--- src/rtl/br_pkg.sv ---
// Shared definitions for the branch sequencer and the next-PC selector:
// status codes, instruction field constants and sequencer state encoding.
package br_pkg;

    typedef enum logic [2:0] {
        ST_SEQ   = 3'b000,
        ST_BMN   = 3'b001,
        ST_BRZ   = 3'b010,
        ST_BZ    = 3'b011,
        ST_JMOR  = 3'b100,
        ST_JALM  = 3'b101,
        ST_JSPAL = 3'b110
    } status_e;

    typedef enum logic [1:0] {
        S_IDLE  = 2'd0,
        S_PUSH  = 2'd1,
        S_FETCH = 2'd2,
        S_ISSUE = 2'd3
    } state_e;

    localparam logic [5:0] OP_RTYPE = 6'h00;
    localparam logic [5:0] OP_BZ    = 6'h16;
    localparam logic [5:0] OP_BMN   = 6'h17;

    localparam logic [5:0] FN_BRZ   = 6'h12;
    localparam logic [5:0] FN_JMOR  = 6'h13;
    localparam logic [5:0] FN_JALM  = 6'h14;
    localparam logic [5:0] FN_JSPAL = 6'h15;

endpackage

--- src/rtl/br_decode.sv ---
// Combinational decode of opcode/funct into the branch status class.
module br_decode
    import br_pkg::*;
(
    input  logic [5:0] opcode,
    input  logic [5:0] funct,
    output status_e    code,
    output logic       is_branch
);

    always_comb begin
        code = ST_SEQ;
        case (opcode)
            OP_BZ:    code = ST_BZ;
            OP_BMN:   code = ST_BMN;
            OP_RTYPE: begin
                case (funct)
                    FN_BRZ:   code = ST_BRZ;
                    FN_JMOR:  code = ST_JMOR;
                    FN_JALM:  code = ST_JALM;
                    FN_JSPAL: code = ST_JSPAL;
                    default:  code = ST_SEQ;
                endcase
            end
            default:  code = ST_SEQ;
        endcase
        is_branch = (code != ST_SEQ);
    end

endmodule

--- src/rtl/br_sequencer.sv ---
// Branch sequencer: decodes branch/jump instructions, performs the optional
// stack push and memory target fetch, then issues a one-cycle next-PC select.
module br_sequencer
    import br_pkg::*;
#(
    parameter int ACK_TIMEOUT = 16,
    parameter int SP_STEP     = 4
) (
    input  logic        clk,
    input  logic        rst_n,
    input  logic        instr_valid,
    input  logic [5:0]  opcode,
    input  logic [5:0]  funct,
    input  logic [31:0] rs_val,
    input  logic [31:0] sp_val,
    input  logic [31:0] pc_plus4,
    input  logic [31:0] j_diraddr,
    input  logic        alu_n,
    input  logic        alu_z,
    input  logic        alu_v,
    input  logic        flags_we,
    input  logic [31:0] mem_rdata,
    input  logic        mem_ack,
    output logic        mem_req,
    output logic        mem_we,
    output logic [31:0] mem_addr,
    output logic [31:0] mem_wdata,
    output logic [2:0]  status,
    output logic        n,
    output logic        z,
    output logic        v,
    output logic [31:0] mem_out,
    output logic        br_valid,
    output logic        stall,
    output logic        link_we,
    output logic        sp_we,
    output logic        err,
    output logic [31:0] link_data,
    output logic [31:0] sp_next
);

    localparam logic [7:0] CNT_LAST = 8'(ACK_TIMEOUT - 1);

    state_e      state, state_nx;
    status_e     dec_code, code_q;
    logic        dec_br;
    logic        timeout;
    logic        take;
    logic [7:0]  cnt;
    logic [31:0] pc_q, rs_q, sp_q;
    logic [31:0] sp_dec;

    // The direct jump target is consumed by the next-PC selector, not here.
    logic unused_diraddr;
    assign unused_diraddr = ^j_diraddr;

    br_decode u_decode (
        .opcode    (opcode),
        .funct     (funct),
        .code      (dec_code),
        .is_branch (dec_br)
    );

    assign take   = (state == S_IDLE) && instr_valid;
    assign sp_dec = sp_q - 32'(SP_STEP);

    always_comb begin
        state_nx  = state;
        mem_req   = 1'b0;
        mem_we    = 1'b0;
        mem_addr  = '0;
        mem_wdata = '0;
        stall     = 1'b0;
        br_valid  = 1'b0;
        status    = ST_SEQ;
        link_we   = 1'b0;
        link_data = '0;
        sp_we     = 1'b0;
        sp_next   = '0;
        timeout   = 1'b0;
        case (state)
            S_IDLE: begin
                stall = instr_valid && dec_br;
                if (instr_valid) begin
                    case (dec_code)
                        ST_BZ, ST_BRZ: state_nx = S_ISSUE;
                        ST_JSPAL:      state_nx = S_PUSH;
                        ST_SEQ:        state_nx = S_IDLE;
                        default:       state_nx = S_FETCH;
                    endcase
                end
            end
            S_PUSH: begin
                mem_req   = 1'b1;
                mem_we    = 1'b1;
                mem_addr  = sp_dec;
                mem_wdata = pc_q;
                stall     = 1'b1;
                if (mem_ack) begin
                    state_nx = S_FETCH;
                end else if (cnt == CNT_LAST) begin
                    timeout  = 1'b1;
                    state_nx = S_IDLE;
                end
            end
            S_FETCH: begin
                mem_req  = 1'b1;
                mem_addr = rs_q;
                stall    = 1'b1;
                if (mem_ack) begin
                    state_nx = S_ISSUE;
                end else if (cnt == CNT_LAST) begin
                    timeout  = 1'b1;
                    state_nx = S_IDLE;
                end
            end
            S_ISSUE: begin
                br_valid = 1'b1;
                status   = code_q;
                if (code_q == ST_JALM) begin
                    link_we   = 1'b1;
                    link_data = pc_q;
                end
                if (code_q == ST_JSPAL) begin
                    sp_we   = 1'b1;
                    sp_next = sp_dec;
                end
                state_nx = S_IDLE;
            end
            default: state_nx = S_IDLE;
        endcase
    end

    always_ff @(posedge clk or negedge rst_n) begin
        if (!rst_n) begin
            state   <= S_IDLE;
            code_q  <= ST_SEQ;
            cnt     <= '0;
            err     <= 1'b0;
            n       <= 1'b0;
            z       <= 1'b0;
            v       <= 1'b0;
            mem_out <= '0;
        end else begin
            state <= state_nx;
            err   <= timeout;
            // Every state change starts a fresh per-access wait window.
            if (state_nx != state) begin
                cnt <= '0;
            end else if (mem_req) begin
                cnt <= cnt + 8'd1;
            end
            if (take) begin
                code_q <= dec_code;
            end
            if (flags_we) begin
                n <= alu_n;
                z <= alu_z;
                v <= alu_v;
            end
            if (state == S_FETCH && mem_ack) begin
                mem_out <= mem_rdata;
            end
        end
    end

    // Operands captured at decode so later changes upstream do not disturb the sequence.
    always_ff @(posedge clk) begin
        if (take) begin
            pc_q <= pc_plus4;
            rs_q <= rs_val;
            sp_q <= sp_val;
        end
    end

endmodule
--- config.mk ---
export PLATFORM = sky130hd
export DESIGN_NAME = br_sequencer
export DESIGN_NICKNAME = d
export VERILOG_FILES = /design/src/rtl/br_pkg.sv /design/src/rtl/br_decode.sv /design/src/rtl/br_sequencer.sv
export SDC_FILE = /design/constraint.sdc
export NUM_CORES = 1
export LEC_CHECK = 0
export BUFFER_PORTS_ARGS = -buffer_cell sky130_fd_sc_hd__buf_2
export CAP_MARGIN = 10
export CORE_MARGIN = 4
export CORE_UTILIZATION = 40
export DETAILED_ROUTE_END_ITERATION = 8
export PLACE_DENSITY = 0.72
export SLEW_MARGIN = 20
export SYNTH_ARGS = -nofsm -noshare
export SYNTH_HDL_FRONTEND = slang
export SYNTH_SLANG_ARGS = --single-unit
--- constraint.sdc ---
create_clock -name clk -period 4.2 [get_ports clk]
set_input_delay 0.21 -clock clk [delete_from_list [all_inputs] [get_ports clk]]
set_output_delay 0.21 -clock clk [all_outputs]
set_load 0.02 [all_outputs]
# Word-level counts from Yosys, hierarchy flattened
# Index checks and enable logic that the tools add are counted.
[word_totals]
in_bits = 180
reg_bits = 145
elab_cells = 67
out_inout_bits = 173
[classes]
n_eq_ne = 16
reduce_logical = 10
n_mux = 28
addsub = 2
[op_table]
columns = ["cell", "n"]
rows = [
  ["32-bit 2-to-1 mux", 5],
  ["32-bit one-hot mux with 2 select lines", 1],
  ["6-bit by 5-bit == test with 1-bit output, second input constant", 6],
  ["32-bit by 3-bit subtractor with 32-bit output, second input constant", 1],
  ["8-bit 2-to-1 mux", 2],
  ["3-bit one-hot mux with 4 select lines", 1],
  ["1-bit 2-to-1 mux", 10],
  ["3-bit == test, second input constant", 3],
  ["3-bit one-hot mux with 3 select lines", 1],
  ["8-bit by 1-bit adder with 8-bit output, second input constant", 1],
  ["8-bit by 4-bit == test with 1-bit output, second input constant", 1],
  ["2-bit 2-to-1 mux", 4],
  ["2-bit one-hot mux with 4 select lines", 1],
  ["3-bit by 2-bit == test with 1-bit output, second input constant", 2],
  ["6-bit zero test", 1],
  ["2-bit one-hot mux with 3 select lines", 1],
  ["2-bit == test, second input constant", 2],
  ["2-bit OR reduction", 2],
  ["1-bit logical AND", 3],
  ["3-bit zero test", 1],
  ["3-bit 2-to-1 mux", 1],
  ["3-bit nonzero test", 1],
  ["2-bit by 1-bit == test with 1-bit output, second input constant", 1],
  ["2-bit zero test", 1],
  ["3 further kinds", 3],
]

# Logic depth before layout (Yosys ltp)
# Gate-level depths: netlist (run 1).
[depth]
word_depth = 10
mapped_depth = 8
ltp_nobuf = 7

# Hierarchy
# From an unflattened synthesis (run 1), not the netlist that was laid out.
[hier_totals]
cells_unflattened = 545
area_unflattened_um2 = 6769.0
[by_module_without_submodules]
columns = ["mod", "n_inst", "area_each_um2", "cells_each", "seq_area_each_um2"]
rows = [
  ["br_sequencer", 1, 6677.7, 530, 4108.9],
  ["br_decode", 1, 91.3, 15, 0.0],
]

# Worst setup path after synthesis (run 1)
# Ideal clock, no wire load.
[synth_path]
path_kind = "register to output"
start = "reg state[1]"
end = "out stall"
arrival_time_ns = 3.236
path_buffers = 0
required_time_ns = 3.990
setup_slack_ns = 0.754
stages_incl_launch_ff = 7
path_cell_list = "dfrtp_1 > inv_1 > ha_1 > nand2_1 > inv_1 > a21oi_1 > nor2_1"
[synth_between]
elab_chain_len = 3
word_cells_on_any_way = 5
classes_between = "2 x eq/ne; 1 x mux; 2 x reduce/logical"
[synth_lines]
columns = ["element", "line_no", "text"]
rows = [
  ["from (decl)", "br_sequencer.sv:44", "state_e state, state_nx;"],
  ["from (signal assigned)", "br_sequencer.sv:145", "state <= state_nx;"],
  ["2-bit == test or 2-bit by 1-bit == test with 1-bit output (tied branches)", "br_sequencer.sv:81", "case (state)"],
  ["2-bit OR reduction (no source line)", "--", ""],
  ["1-bit one-hot mux with 2 select lines (*)", "br_sequencer.sv:81", ""],
  ["to (decl)", "br_sequencer.sv:34", "output logic stall,"],
]
# Every way passes the cells marked *; elsewhere a longest branch is shown, timed or not.

# Worst setup path after layout (run 1)
[layout_path]
start = "reg sp_q[12]"
end = "out mem_addr[25]"
[layout_between]
elab_chain_len = 2
[layout_lines]
columns = ["element", "line_no", "text"]
rows = [
  ["from (decl)", "br_sequencer.sv:50", "logic [31:0] pc_q, rs_q, sp_q;"],
  ["from (signal assigned)", "br_sequencer.sv:172", "sp_q <= sp_val;"],
  ["32-bit by 3-bit subtractor with 32-bit output", "br_sequencer.sv:65", "assign sp_dec = sp_q - 32'(SP_STEP);"],
  ["32-bit one-hot mux with 2 select lines", "br_sequencer.sv:81", ""],
  ["to (decl)", "br_sequencer.sv:26", "output logic [31:0] mem_addr,"],
]
# Every way passes these cells.

==> impl_metrics.ini, run 1 <==
[status]
outcome = complete, no violations

[cts]
cts_setup_buffers = 0
clockBufferDepth = 2
cts-root-buf = clkbuf_16
clk_latency_ns = 0.42
worst_setup_hold_path_clk_slew_ns = 0.06
tritoncts.num_buffers = 17
tritoncts_clock_tree = done
ctsHtreeMaxLevel = 4
post_cts_resize_count = 0
clkSinkCount = 145

[timing]
setup_tns_ns = 0
timing_max_transition_violations_final = 0
final_critical_path_setup_slack_ns = 0.887
finalCriticalPeriod_ns = 3.31
max_clock_freq_mhz = 302
final-setup-viol-count = 0
final_hold_viol_count = 0
pin_slew_with_the_least_headroom_to_its_limit_ns = 0.885
max_slew_margin_pct = 40.5
min_period_over_period_pct = 78.9
rsz0062_at_grt = false
timing.clock.skew_ns = 0.00897
fin_worst_hold_slack_ns = 0.0186

[synth]
netlist-cell-type-count = 51
synthesis.nets = 735
synth.area.top_cells = edfxtp_1, dfrtp_1, and2_1, mux2_2, xnor2_1
ys_ff_latch = 145
mapped_avg_cell_area_um2 = 12.5
syn-instance-count = 548
synth_top_area_share_pct = 42.1
synth.yosys.warnings = 0
post_synth_instance_area_um2 = 6850
synth-seq-area-share_pct = 60.0
async_reset_ff_share_pct = 33.8
synth_enable_flop_cells = 96
synth_top_area_cell = edfxtp_1
synth-main-ff-cell = edfxtp_1

[global_route]
grt_max_degree = 50
wire_length_of_the_first_global_routing_pass_um = 32900
grtUsageTotal_pct = 21.4
first_global_vias = 6336
grt_overflow = 0
initial_antenna_violation_count = 0

[setup_path]
critPathMaxStageDelay_ns = 0.69
required_ns = 3.99
crit_chain = or4_4, or3_1, nor4_2, xnor2_1, o21ai_1, buf_2
data_arrival_time_of_the_critical_path_ns = 3.10
critical_path_class = flop to primary output
critPathCaptureType = primary output
critPathMaxFanout = 15
timing.critical_path.slowest_stage_cell = or3_1
crit_path_start_kind = flop

[die]
die_height_um = 139
io-pin-count = 353
fp.coreArea_um2 = 16700
start_util_pct = 41.0
die-area_um2 = 19300
die_width_um = 139
num_rows = 47

[cells_and_area]
fill_cells = 1385
finish.utilization_pct = 61.3
layout-drive-gt1-share_pct = 42.3
area.sequential_um2 = 4110
most-common-layout-cells = buf_2, dlygate4sd3_1, edfxtp_1, and2_1, dfrtp_1
finalInstanceArea_um2 = 10200
flow.area_growth_from_synthesis_pct = 49.4
multiInputGateArea_um2 = 2580
layout.cells.most_common = buf_2
finish.net_count = 1154
final-instance-count-excl-fill = 1201

[route]
finalWirelength_um = 21100
initial_drc_count = 307
detailedRoute.firstPassIterationCount = 4
detailroute.via_count = 5878
detail_route.vias_per_cell = 4.89
drtAntennaViolNets = 0
remaining_routing_drc_violations = 0
drt-wirelength-per-cell_um = 17.6

[power]
peakVddDrop_mv = 0.362
p_leak_nw = 4.68
design_power_total_mw = 5.00
power_density_nw_per_um2 = 489

[placed_design]
dp_cells = 1071
place_worst_setup_slack_ns = 1.35
placement.io_buffers = 320
placement.cell_area_um2 = 8680
gp_congestion = 0.815
hpwl_dp_um = 14700

[flow_run]
maxCapViolCount = 0

[hold_path]
worst_hold_path_type = input pin to flop
worst paths after layout:
path | from | slack [ns] | end | cells past startpoint
worst max-delay path | sp_q[12]$_DFFE_PP_ | 0.89 | mem_addr[25] | 6
worst min-delay path | mem_rdata[18] | 0.02 | mem_out[18]$_DFFE_PN0P_ | 2
worst max register to register | state[0]$_DFF_PN0_ | 1.45 | cnt[4]$_DFFE_PN0P_ | 7
worst min register to register | code_q[2]$_DFFE_PN0P_ | 0.48 | code_q[2]$_DFFE_PN0P_ | 2
max in group asynchronous | rst_n | 3.35 | mem_out[17]$_DFFE_PN0P_ | 3
min in group asynchronous | rst_n | 0.42 | z$_DFFE_PN0P_ | 3
power by group:
| part | switching, mW | leakage [nW] | internal, mW |
|---|---|---|---|
| Combinational | 0.870 | 2.87 | 0.571 |
| Sequential | 0.172 | 1.54 | 1.89 |
| Clock | 0.573 | 0.274 | 0.928 |
critical path, delay by kind of cell (launching register included):
family                 cells  cell delay [ns]
AND/OR/NAND/NOR            3             1.70
flip-flops                 1             0.44
XOR/XNOR                   1             0.25
buffers and inverters      1             0.19
AO/OA/AOI/OAI              1             0.10
registers in the layout, summed over array words and instances, names as in the netlist, 2 cells and up:
| signal | flops |
|---|---|
| sp_q | 32 |
| mem_out | 32 |
| state | 2 |
| rs_q | 32 |
| cnt | 8 |
| code_q | 3 |
| pc_q | 32 |
repair_timing:
item / 4_1_cts / 5_1_grt
hold endpoints to repair: 145 / 0
hold buffers: 97 / 0
setup endpoints to repair: 0 / 0
synth_stat cells, types with 3 or more instances:
cell and instances:
nor4_1 9, nor4_4 4, xnor2_1 27, o21ai_0 16, a21oi_1 4, inv_1 12
buf_1 3, or3b_2 3, dfrtp_1 49, or2_2 3, a22oi_1 10, nor4_2 5
edfxtp_1 96, ha_1 7, or4_1 5, xor2_1 9, nor2b_1 11, or3_1 9
mux2_2 36, o21ai_1 12, nand3_1 4, nor2_1 37, nand2_1 37, nor3_1 10
clkbuf_1 19, nand3b_1 3, and2_1 78
area by class of cell:
cell class,instances,share of cell area (%)
Sequential cell,145,40.2
Timing Repair Buffer,425,25.7
Multi-Input combinational cell,366,25.3
Clock buffer,21,4.31
Tap cell,220,2.69
Clock inverter,11,1.36
Inverter,12,0.465
Antenna cell,1,0.0245
per-layer routing:
layer | global-route usage (%) | vias up | wire length (um) | share of wire [%]
li1 | - | 2795 | - | -
met1 | 24.6 | 2776 | 8220 | 39
met2 | 37.8 | 267 | 10800 | 51
met3 | 6.59 | 40 | 1520 | 7.2
met4 | 7.78 | 0 | 518 | 2.5
met5 | 0 | - | 0 | 0
logic make-up after synthesis:
| family | synth area share, % |
|---|---|
| multiplexers | 6.07 |
| AO/OA/AOI/OAI | 5.23 |
| buffers and inverters | 2.30 |
| XOR/XNOR | 4.61 |
| AND/OR/NAND/NOR | 20.5 |
| flip-flops | 60.0 |
| adder cells (fa/ha/maj) | 1.28 |
(Power assumes the default switching activity.)
==> run 2: changes to the inputs <==
- PLACE_DENSITY: 0.72 -> 0.75
- clock period: 4.2 -> 2.9 ns (I/O delays scaled with it)
==> run 2 against run 1 <==
Effect of this change:
- cell area is 6.7% higher
- clock skew barely moved
- die area unchanged
- first-iteration DRC count up 11%
- clock power is 49% higher
- via count rose by 5.1%
- combinational power increased by 55%
- core utilization grew 4.1 points
- register-to-register slack lost 0.94 ns
- critical path depth unchanged
- count of clock-buffer cells in the layout grew 5
- largest power group unchanged
==> impl_metrics.ini, run 2 (same netlist as run 1, synthesis figures left out) <==
[status]
outcome = complete, no violations

[hold_path]
worst_hold_path_type = input pin to flop
whs_path_depth = 2

[global_route]
grt_max_degree = 91
grt_overflow = 0
first_global_vias = 6454
wire_length_of_the_first_global_routing_pass_um = 34400
initial_antenna_violation_count = 0
grtUsageTotal_pct = 22.4

[route]
detailroute.via_count = 6180
finalWirelength_um = 22600
initial_drc_count = 342
drt-wirelength-per-cell_um = 18.0
drtAntennaViolNets = 0
remaining_routing_drc_violations = 0
detail_route.vias_per_cell = 4.92
detailedRoute.firstPassIterationCount = 4

[cells_and_area]
flow.area_growth_from_synthesis_pct = 59.5
multiInputGateArea_um2 = 2700
antenna-diode-count = 0
fill_cells = 1226
most-common-layout-cells = buf_2, dlygate4sd3_1, edfxtp_1, and2_1, dfrtp_1
layout-drive-gt1-share_pct = 43.1
finish.net_count = 1210
layout.cells.most_common = buf_2
area.sequential_um2 = 4110

[timing]
pin_slew_with_the_least_headroom_to_its_limit_ns = 0.653
timing_max_transition_violations_final = 0
max_clock_freq_mhz = 348
fin_worst_hold_slack_ns = 0.0305
finalCriticalPeriod_ns = 2.87
setup_tns_ns = 0
final_hold_viol_count = 0
timing.clock.skew_ns = 0.00927
final-setup-viol-count = 0
min_period_over_period_pct = 99.1
max_slew_margin_pct = 56.5
rsz0062_at_grt = true

[setup_path]
crit_path_start_kind = flop
critPathCaptureType = primary output
data_arrival_time_of_the_critical_path_ns = 2.73
count_of_buffer_and_inverter_cells_on_the_critical_path = 1
top_family_by_delay_on_critical_path = simple AND/OR/NAND/NOR gates
cp.depth = 6
worst_r2r_path_depth = 7
crit_chain = or4_4, or3_4, nor4_4, xnor2_2, o21ai_1, buf_2
timing.critical_path.slowest_stage_cell = or4_4
critPathMaxFanout = 5
critPathMaxStageDelay_ns = 0.59
critical_path_class = flop to primary output
required_ns = 2.76

[power]
power_density_nw_per_um2 = 682
peakVddDrop_mv = 0.563
p_leak_nw = 5.05

[cts]
cts-root-buf = clkbuf_16
clk_latency_ns = 0.42
ctsHtreeMaxLevel = 4
worst_setup_hold_path_clk_slew_ns = 0.06
clkSinkCount = 145
tritoncts.num_buffers = 17
tritoncts_clock_tree = done
clockBufferDepth = 2

[die]
fp.coreArea_um2 = 16700
io-pin-count = 353
die-area_um2 = 19300
num_rows = 47
die_width_um = 139
start_util_pct = 41.0
die_height_um = 139

[placed_design]
hpwl_dp_um = 14600
gp_congestion = 0.826
placement.io_buffers = 320

[flow_run]
maxCapViolCount = 0
==> run 2: per-stage QoR <==
stage               utilization, %  cells  worst slack, ns  cell area [um^2]  total power, mW
global route                  65.4   1256          -0.0740             10900             7.80
CTS                           64.1   1245           0.0133             10700             7.41
floorplan                        -    548            0.104              6850             4.23
global placement              52.4   1078            0.339              8740             4.97
detailed placement            52.4   1078            0.298              8740             5.02
finish                        65.4   1256           0.0260             10900             7.45
==> run 2: worst paths after layout <==
kind,startpoint,end,slack [ns]
setup / recovery,sp_q[20]$_DFFE_PP_,mem_addr[27],0.03
hold / removal,flags_we,v$_DFFE_PN0P_,0.03
setup reg to reg,state[1]$_DFF_PN0_,cnt[5]$_DFFE_PN0P_,0.51
hold reg to reg,code_q[2]$_DFFE_PN0P_,code_q[2]$_DFFE_PN0P_,0.48
max in group asynchronous,rst_n,mem_out[7]$_DFFE_PN0P_,1.91
min in group asynchronous,rst_n,z$_DFFE_PN0P_,0.28
==> run 2: layer usage <==
metal / global-route usage (%) / vias up / share of wire (%)
li1: - / 2902 / -
met1: 25.4 / 2888 / 38
met2: 39.7 / 322 / 50
met3: 7.03 / 68 / 8.1
met4: 8.34 / 0 / 3.7
met5: 0 / - / 0
==> run 2: what timing repair did <==
item | 4_1_cts | 5_1_grt
cloned | 0 | 1
pin swaps | 2 | 6
endpoints found under the setup margin | 18 | 29
hold buffers | 134 | 0
buffers inserted | 1 | 10
endpoints found under the hold margin | 161 | 0
resized for setup | 2 | 24
==> run 2: power by group <==
group | switching, mW | internal (mW) | leakage, nW
registers | 0.259 | 2.73 | 1.54
clock network | 0.845 | 1.39 | 0.301
logic | 1.31 | 0.916 | 3.21
==> run 2: final cells by class <==
type | count | area share, %
Sequential cell | 145 | 37.6
Tap cell | 220 | 2.52
Inverter | 12 | 0.447
Clock inverter | 6 | 0.596
Timing Repair Buffer | 480 | 29.1
Clock buffer | 26 | 4.97
Multi-Input combinational cell | 367 | 24.7
==> run 3: changes to the inputs <==
- CORE_AREA: default -> 4 4 135 137
- CORE_MARGIN: 4 -> default
- CORE_UTILIZATION: 40 -> default
- CTS_BUF_LIST: default -> sky130_fd_sc_hd__clkbuf_8
- DIE_AREA: default -> 0 0 139 141
==> run 3 against run 2 <==
Effect of this change:
- first-iteration DRC count shrank 31%
- count of clock-buffer cells in the layout shrank 9
- non-clock buffer count shrank 7
- clock skew grew 0.0026 ns
- core utilization shrank 3.2 points
- register-to-register slack is essentially flat
- sequential power is essentially flat
- critical path depth grew 1
- cell area shrank 2.9%
- final cell count is essentially flat
- worst hold slack gained 0.061 ns
- global-route usage shrank 1.5 points
==> impl_metrics.ini, run 3 (same netlist as run 1, synthesis figures left out) <==
[timing]
min_period_over_period_pct = 98.2
finalCriticalPeriod_ns = 2.85
rsz0062_at_grt = true
timing_max_transition_violations_final = 0
pin_slew_with_the_least_headroom_to_its_limit_ns = 0.609
final_hold_viol_count = 0
max_slew_margin_pct = 59.4
max_clock_freq_mhz = 351
timing.clock.skew_ns = 0.0118
setup_tns_ns = 0
final-setup-viol-count = 0

[route]
detail_route.vias_per_cell = 4.85
initial_drc_count = 235
finalWirelength_um = 21400
drt-wirelength-per-cell_um = 17.1
drtAntennaViolNets = 0
detailedRoute.firstPassIterationCount = 5
detailroute.via_count = 6088
remaining_routing_drc_violations = 0

[global_route]
first_global_vias = 6435
grtUsageTotal_pct = 21.0
grt_max_degree = 92
grt_overflow = 0
wire_length_of_the_first_global_routing_pass_um = 32600
initial_antenna_violation_count = 0

[die]
die_height_um = 141
start_util_pct = 40.1
die-area_um2 = 19600
io-pin-count = 353
die_width_um = 139
num_rows = 48
fp.coreArea_um2 = 17100

[power]
p_comb_share_pct = 32.2
intPower_mw = 4.45
design_power_total_mw = 6.76
peakVddDrop_mv = 0.567
power_frac_seq_pct = 44.2
total_switching_power_mw = 2.30
power_switching_share_pct = 34.1
clock_power_share_pct = 23.6
p_leak_nw = 4.86
power_density_nw_per_um2 = 637

[cells_and_area]
finish.net_count = 1203
finalInstanceArea_um2 = 10600
layout-drive-gt1-share_pct = 42.0
area.sequential_um2 = 4110
multiInputGateArea_um2 = 2650
flow.area_growth_from_synthesis_pct = 54.9
fill_cells = 1332
most-common-layout-cells = buf_2, dlygate4sd3_1, edfxtp_1, and2_1, dfrtp_1
layout.cells.most_common = buf_2

[setup_path]
critical_path_class = flop to primary output
r2r_end = cnt[2]$_DFFE_PN0P_
r2r_setup_slack_ns = 0.52
required_ns = 2.76
rr_startpoint = state[1]$_DFF_PN0_
worst_r2r_path_depth = 7
critPathCaptureType = primary output
critPathMaxFanout = 15
data_arrival_time_of_the_critical_path_ns = 2.70
worstSetupStartpoint = sp_q[12]$_DFFE_PP_
crit_path_start_kind = flop

[flow_run]
maxCapViolCount = 0

[hold_path]
worst_hold_startpoint = opcode[0]
hold_end = code_q[1]$_DFFE_PN0P_
worst_hold_path_type = input pin to flop
whs_path_depth = 4

[cts]
cts-root-buf = clkbuf_8
clockBufferDepth = 2
tritoncts_clock_tree = done
worst_setup_hold_path_clk_slew_ns = 0.07
tritoncts.num_buffers = 17
clk_latency_ns = 0.43
clkSinkCount = 145
ctsHtreeMaxLevel = 4

[status]
outcome = complete, no violations

[placed_design]
placement.cell_area_um2 = 8730
gp_congestion = 0.890
placement.io_buffers = 320
hpwl_dp_um = 14300
[run 3: cell types whose count changed in the layout (fill, tap and decap cells not counted), moves of 3 or more]
| cell | delta |
|---|---|
| clkbuf_1 | -4 |
| xnor2_2 | -3 |
| clkinv_2 | +3 |
| inv_1 | +3 |
| xnor2_1 | +3 |
| clkbuf_16 | -20 |
| clkbuf_8 | +15 |
| buf_4 | -7 |
[run 3: timing repair]
item / CTS / global route
buffers inserted: 2 / 2
resized for setup: 4 / 14
setup endpoints to repair: 18 / 28
hold buffers: 136 / 0
gates cloned: 0 / 1
endpoints found under the hold margin: 181 / 0
[run 3: per-stage QoR]
step | hold WS (ns) | utilization, % | instances | worst slack [ns]
global route | 0.0931 | 62.2 | 1254 | -0.0758
detailed placement | 0.323 | 51.2 | 1081 | 0.302
floorplan | -0.151 | - | 548 | 0.104
global placement | 0.322 | 51.2 | 1081 | 0.328
finish | 0.0911 | 62.2 | 1255 | 0.0536
CTS | 0.0564 | 61.7 | 1251 | 0.00788
[run 3: how the worst max path moves through the flow]
stage                            end  slack [ns]  cells after the start
6_report                 sp_next[25]        0.05                      7
4_1_cts                 mem_addr[13]       0.008                      7
3_3_place_gp            mem_addr[25]        0.33                      6
2_1_floorplan  code_q[0]$_DFFE_PN0P_        0.10                      5
5_1_grt                 mem_addr[28]       -0.08                      7
3_5_place_dp            mem_addr[25]        0.30                      6
[run 3: critical path, stage by stage, from the launching register on]
cell and delay, ns:
edfxtp_1 0.40, or4_4 0.57, or3_1 0.33, buf_6 0.20, nor4_4 0.34, xnor2_2 0.12, nor2_1 0.15, buf_4 0.17
[run 3: power by group through the flow]
stage	clock network [mW]	registers (mW)	logic, mW
2_1_floorplan	0	3.25	0.980
3_3_place_gp	0	2.98	1.96
3_5_place_dp	0	3.00	1.99
4_1_cts	1.63	2.96	2.16
5_1_grt	1.73	3.03	2.35
6_report	1.59	2.99	2.18
[run 3: layout make-up]
cell class / instances / share of cell area [%]
flip-flops and latches: 145 / 38.7
repair buffers: 473 / 29.5
multi-input cells: 367 / 25.0
well taps: 225 / 2.65
clock buffers: 17 / 2.21
clock inverters: 15 / 1.44
inverters: 12 / 0.460
diodes: 1 / 0.0236
[run 3: per-layer routing]
layer | part of all wire, % | vias up | global-route usage [%] | wire length, um
li1 | - | 2882 | - | -
met1 | 39 | 2873 | 23.3 | 8350
met2 | 50 | 291 | 37.2 | 10800
met3 | 7.9 | 42 | 7.02 | 1690
met4 | 2.7 | 0 | 8.29 | 572
met5 | 0 | - | 0 | 0
